[src/rtl/regfile_write_queue.sv]
// Write queue ahead of the 32x32 register array with a youngest-match read bypass.
// Latency: an accepted write is presented to the array the following cycle. in_ready drops only when the queue is full.
module regfile_write_queue #(
  parameter int DEPTH = 4,
  parameter int AW    = 5,
  parameter int DW    = 32
) (
  input  logic                       clk,
  input  logic                       reset_n,
  input  logic                       in_valid,
  output logic                       in_ready,
  input  logic [AW-1:0]              in_addr,
  input  logic [DW-1:0]              in_data,
  input  logic                       reg_stall,
  output logic                       wr_en,
  output logic [AW-1:0]              wr_addr,
  output logic [DW-1:0]              wr_data,
  input  logic [AW-1:0]              rd_addr,
  output logic                       byp_hit,
  output logic [DW-1:0]              byp_data,
  output logic [$clog2(DEPTH):0]     count
);

  localparam int PW = $clog2(DEPTH);
  localparam int CW = PW + 1;

  typedef struct packed {
    logic [AW-1:0] addr;
    logic [DW-1:0] data;
  } entry_t;

  entry_t          mem [DEPTH];
  logic [PW-1:0]   head;
  logic [PW-1:0]   tail;
  logic            enq;
  logic            deq;
  logic            not_empty;

  assign not_empty = (count != '0);
  assign in_ready  = (count != CW'(DEPTH));
  // Writes to register 0 complete the handshake but never occupy a slot.
  assign enq       = in_valid && in_ready && (in_addr != '0);
  assign deq       = wr_en;

  assign wr_en   = not_empty && !reg_stall;
  assign wr_addr = not_empty ? mem[head].addr : '0;
  assign wr_data = not_empty ? mem[head].data : '0;

  // Walk oldest to youngest so the last match wins.
  always_comb begin
    logic [PW-1:0] idx;
    byp_hit  = 1'b0;
    byp_data = '0;
    idx      = '0;
    for (int k = 0; k < DEPTH; k++) begin
      idx = head + PW'(k);
      if ((CW'(k) < count) && (rd_addr != '0) && (mem[idx].addr == rd_addr)) begin
        byp_hit  = 1'b1;
        byp_data = mem[idx].data;
      end
    end
  end

  always_ff @(posedge clk or negedge reset_n) begin
    if (!reset_n) begin
      head  <= '0;
      tail  <= '0;
      count <= '0;
      for (int i = 0; i < DEPTH; i++) begin
        mem[i] <= '0;
      end
    end else begin
      if (enq) begin
        mem[tail] <= '{addr: in_addr, data: in_data};
        tail      <= tail + 1'b1;
      end
      if (deq) begin
        head <= head + 1'b1;
      end
      case ({enq, deq})
        2'b10:   count <= count + 1'b1;
        2'b01:   count <= count - 1'b1;
        default: count <= count;
      endcase
    end
  end

endmodule

[config.mk]
export PLATFORM = sky130hd
export DESIGN_NAME = regfile_write_queue
export DESIGN_NICKNAME = d
export VERILOG_FILES = /design/src/rtl/regfile_write_queue.sv
export SDC_FILE = /design/constraint.sdc
export NUM_CORES = 1
export LEC_CHECK = 0
export CAP_MARGIN = 25
export CORE_ASPECT_RATIO = 0.5
export CORE_UTILIZATION = 45
export DETAILED_ROUTE_END_ITERATION = 10
export GPL_ROUTABILITY_DRIVEN = 0
export GPL_TIMING_DRIVEN = 0
export PLACE_DENSITY_LB_ADDON = 0.1
export SLEW_MARGIN = 10
export SYNTH_ARGS = -nofsm -noshare
export SYNTH_HDL_FRONTEND = slang
export SYNTH_SLANG_ARGS = --single-unit
export TNS_END_PERCENT = 100
[constraint.sdc]
create_clock -name clk -period 8.05 [get_ports clk]
set_clock_uncertainty 0.05 [all_clocks]
set_input_delay 1.61 -clock clk [delete_from_list [all_inputs] [get_ports clk]]
set_output_delay 1.61 -clock clk [all_outputs]
set_load 0.01 [all_outputs]
# Word level (Yosys, flattened, before mapping)
# Cells that the tools add are included.
[classes] addsub=6 order_cmp=10 n_eq_ne=7 mux=26 n_bitwise=5 n_reduce_logical=17
[ops] op="$mux 37" count=9
[ops] op="$bmux 37 s2" count=4
[ops] op="$mux 32" count=5
[ops] op="$bwmux 148" count=1
[ops] op="$demux 37 s2" count=1
[ops] op="$eq 5x5->1" count=4
[ops] op="$ge 3x3->1 const B" count=5
[ops] op="$not 2->3" count=5
[ops] op="$logic_and 1x1->1" count=12
[ops] op="$reduce_bool 5->1" count=2
[ops] op="$lt 1x3->1 const A" count=2
[ops] op="$lt 2x3->1 const A" count=2
[ops] op="$pmux 3 s2" count=1
[ops] op="$mux 5" count=1
[ops] op="$add 2x1->2 const B" count=2
[ops] op="$add 2x2->2 const B" count=2
[ops] op="$mux 1" count=4
[ops] op="$add 3x1->3 const B" count=1
[ops] op="$lt 3x1->1 const B" count=1
[ops] op="$ne 3x3->1 const B" count=1
[ops] op="$reduce_bool 3->1" count=1
[ops] op="$sub 3x1->3 const B" count=1
[ops] op="$eq 2x1->1 const B" count=1
[ops] op="$eq 2x2->1 const B" count=1
[ops] op="2 further kinds" count=2
[word_totals] ff_bits=155 in_bits=46 output_inout_bits=75 wordCells=82

# Longest topological paths before layout
[logic_depth] word_depth=10 depth_mapped=12 depth_no_buf=10

# Least setup slack after synthesis
# No wires, ideal clock.
[synth_path] path_kind="input to output" start="input port rd_addr[0]" end="output port byp_data[11]" t_arrival_ps=3610 required_time_ps=6390 path_slack_ps=2780 stages=9 path_buffers=3 cell_sequence="clkbuf_1 > nor3_1 > a211oi_1 > o211ai_2 > or3_1 > clkbuf_2 > clkbuf_1 > a311o_1 > a32oi_1"
[synth_via] elab_chain_len=7 word_cells_on_any_way=17 cone_classes="4 x eq/ne; 4 x mux; 9 x reduce/logical"
[synth_rtl] item="start: declaration" line_no="18" rtl="input logic [AW-1:0] rd_addr,"
[synth_rtl] item="$reduce_bool 5->1" line_no="57" rtl="if ((CW'(k) < count) && (rd_addr != '0) && (mem[idx].addr == rd_addr)) begin"
[synth_rtl] item="$logic_and 1x1->1 (2 in series)" line_no="57"
[synth_rtl] item="$mux 32 (3 in series)" line_no="57"
[synth_rtl] item="$mux 32 (*)" line_no="57"
[synth_rtl] item="end: declaration" line_no="20" rtl="output logic [DW-1:0] byp_data,"
# Mark *: on every way between the ends. The rest lies on a longest branch, timed or not.

# Final worst setup path
[layout_path] start="input port rd_addr[0]" end="output port byp_data[30]"
# Same word-level chain as after synthesis.

==> impl_metrics.toml <==
[timing]
fin_hold_ws_ps = 475.1
clock.fmax_mhz = 146.5
setup_viol = 0
final_hold_viol_count = 0
drv_slew = 0
period_share = 0.8480
rsz0062_at_grt = "no"
min_period_ps = 6826
fin_tns_setup_ps = 0
slew_headroom = 0.3273
tightest_slew_ps = 1001

[setup_path]
critPathTopFamily = "buffers and inverters"
cp.buffers_inverters = 5
worst_setup_path_end_kind = "output port"
critPathMaxStageDelay_ps = 780
crit_end = "byp_data[30]"
cp_data_arrival_time_ps = 5170
r2r-end = "mem[19]"
rrSetupSlack_ps = 4910
crit_fanout = 10
critical_path.cell_chain = "clkbuf_1 > nor3_1 > nand2_1 > o21ai_0 > nor3_1 > buf_2 > buf_4 > buf_2 > o211ai_1 > a32oi_1 > clkdlybuf4s50_1"
reg2reg_from = "count[0]"
critPathSlowestCell = "nor3_1"
path_depth = 11
crit_required_ps = 6390
crit_start = "rd_addr[0]"
worst_setup_path_start_kind = "input pin"
reg2reg_depth = 8
worst-setup-path-type = "in -> out"

[synth]
seq_area_frac_synth = 0.3561
syn_area_mm2 = 0.01089
syn-instance-count = 977
yosys_register_bits = 155
ys_warn_count = 0
syn-num-nets = 1032
syn_avg_cell_area_um2 = 11.15
yosysUniqueCellTypes = 41

[status]
status = "complete, no violations"

[global_route]
grt_use_total = 0.2857
grt-ovfl-total = 0
grt_pass1_wl_um = 54530
grt_start_max_net_pins = 95
grt_pass1_vias = 9405
antenna_found_initial = 0

[floorplanning]
die_area_mm2 = 0.02487
die_h_um = 112.0
std_cell_rows = 39
start_util = 0.4680
coreArea_mm2 = 0.02328
die_w_um = 222.0
io_pins = 121

[route]
dr.first_iter.drc_count = 1138
wl_per_cell_um = 24.65
wl_met3_um = 2800
wirelength_met1_um = 15970
dr_total_vias = 9392
met2_length_um = 15840
top_layer_used = "met4"
ant_nets = 0
drtPass1Iterations = 6
drc = 0
viasPerCell = 6.554
routed_wl_um = 35320

[power]
power_density_mw_per_mm2 = 502.3
ir_drop_mv = 0.2343
power_leakage_nw = 5.018
totalPowerFinal_w = 0.006559

[hold_path]
hold_path_class = "reg -> reg"

[job]
cap_violations = 0

[cts]
cts_buffer_depth = 2
root_buffer = "clkbuf_16"
postCtsSetupRepairBufs = 0
clock-sinks = 155
cts_resized = 0
cts_tree = "yes"
cts.hold.buffers_added = 0
insertion_delay_ps = 450
htree_levels = 4
clk_pin_slew_ps = 70
numCtsBuffers = 17

[finish]
final_cell_count_no_fill = 1433
syn2layout_area_growth_pct = 19.88
num_antenna_cells = 0
final_cell_area_mm2 = 0.01306
finalNetCount = 1168
final_common_cell = "mux2_2"
post_route_cells_drive_above_1_share = 0.2851
final_cell_mix = "245 x mux2_2, 155 x dfrtp_1, 114 x clkdlybuf4s50_1"

[placed_design]
placed_area_mm2 = 0.01246
place_inst = 1400
dpl.hpwl_um = 24330
io_buffer_count = 115
layer usage:
layer,track usage,up-vias
met5,0,-
met4,0.09074,0
met3,0.07042,82
met2,0.4368,477
met1,0.3986,4755
li1,-,4078
stage by stage:
stage | util | setup WS, ps
global placement | 0.5339 | -831.5
global route | 0.5610 | 1209
floorplan | - | 2780
finish | 0.5610 | 1224
detailed placement | 0.5353 | 1528
CTS | 0.5607 | 1531
synth_stat cells (all sizes together):
| cell | number | area share |
|---|---|---|
| mux2 | 245 | 0.25 |
| a211oi | 2 | 0.0014 |
| inv | 6 | 0.0021 |
| o311ai | 32 | 0.026 |
| or4 | 32 | 0.022 |
| and2 | 1 | 0.00057 |
| ha | 9 | 0.010 |
| nor2b | 7 | 0.0040 |
| nand2 | 43 | 0.015 |
| o211ai | 33 | 0.023 |
| o21a | 1 | 0.00069 |
| nand3b | 3 | 0.0021 |
| clkbuf | 72 | 0.025 |
| or3 | 34 | 0.020 |
| dfrtp | 155 | 0.36 |
| nor3 | 4 | 0.0023 |
| xnor2 | 20 | 0.016 |
| a32oi | 32 | 0.026 |
| a2111oi | 1 | 0.00080 |
| nor2 | 38 | 0.013 |
| nor4 | 34 | 0.020 |
| nand4 | 2 | 0.0017 |
| mux2i | 79 | 0.073 |
| mux4 | 13 | 0.029 |
| a21oi | 3 | 0.0014 |
| buf | 33 | 0.020 |
| a311o | 32 | 0.029 |
| xor2 | 7 | 0.0056 |
| o21ai | 4 | 0.0018 |
flip-flops by register name (all words and copies together) (netlist names):
signal  count
count       3
tail        2
head        2
mem       148
power breakdown:
| part | total [W] | switching [W] | internal [W] |
|---|---|---|---|
| clock network | 0.000829 | 0.000368 | 0.000462 |
| logic | 0.00423 | 0.00224 | 0.00199 |
| registers | 0.00150 | 0.000319 | 0.00119 |
cell families after synthesis:
| group | share of synthesized area |
|---|---|
| muxes | 0.3548 |
| buffers and inverters | 0.04663 |
| AOI/OAI and AO/OA | 0.1102 |
| DFF | 0.3561 |
| xor gates and xnor gates | 0.02171 |
| adders and majority gates | 0.01034 |
| and+or+nand+nor | 0.1003 |
cell type report:
cell class	count	area [um^2]
Buffer	105	485.5
Clock buffer	17	425.4
Clock inverter	15	165.2
Fill cell	1988	10220
Inverter	6	22.52
Multi-Input combinational cell	711	6506
Sequential cell	155	3879
Tap cell	307	384.1
Timing Repair Buffer	117	1191
worst reg2reg max path: cells and delay by family (launching register included):
family | cells | cell delay [ps]
muxes | 1 | 420
and+or+nand+nor | 3 | 690
AOI/OAI and AO/OA | 1 | 510
DFF | 1 | 470
buffers and inverters | 2 | 640
adders and majority gates | 1 | 240
worst min path at each step:
stage / startpoint / end / slack [ps] / cells past startpoint
floorplan: mem[0] / mem[0] / 440 / 1
global placement: mem[25] / mem[25] / 450 / 1
detailed placement: mem[99] / mem[99] / 460 / 1
CTS: mem[14] / mem[14] / 480 / 1
global route: mem[84] / mem[84] / 480 / 1
finish: mem[24] / mem[24] / 480 / 1
Power figures use the tool's default switching activity.
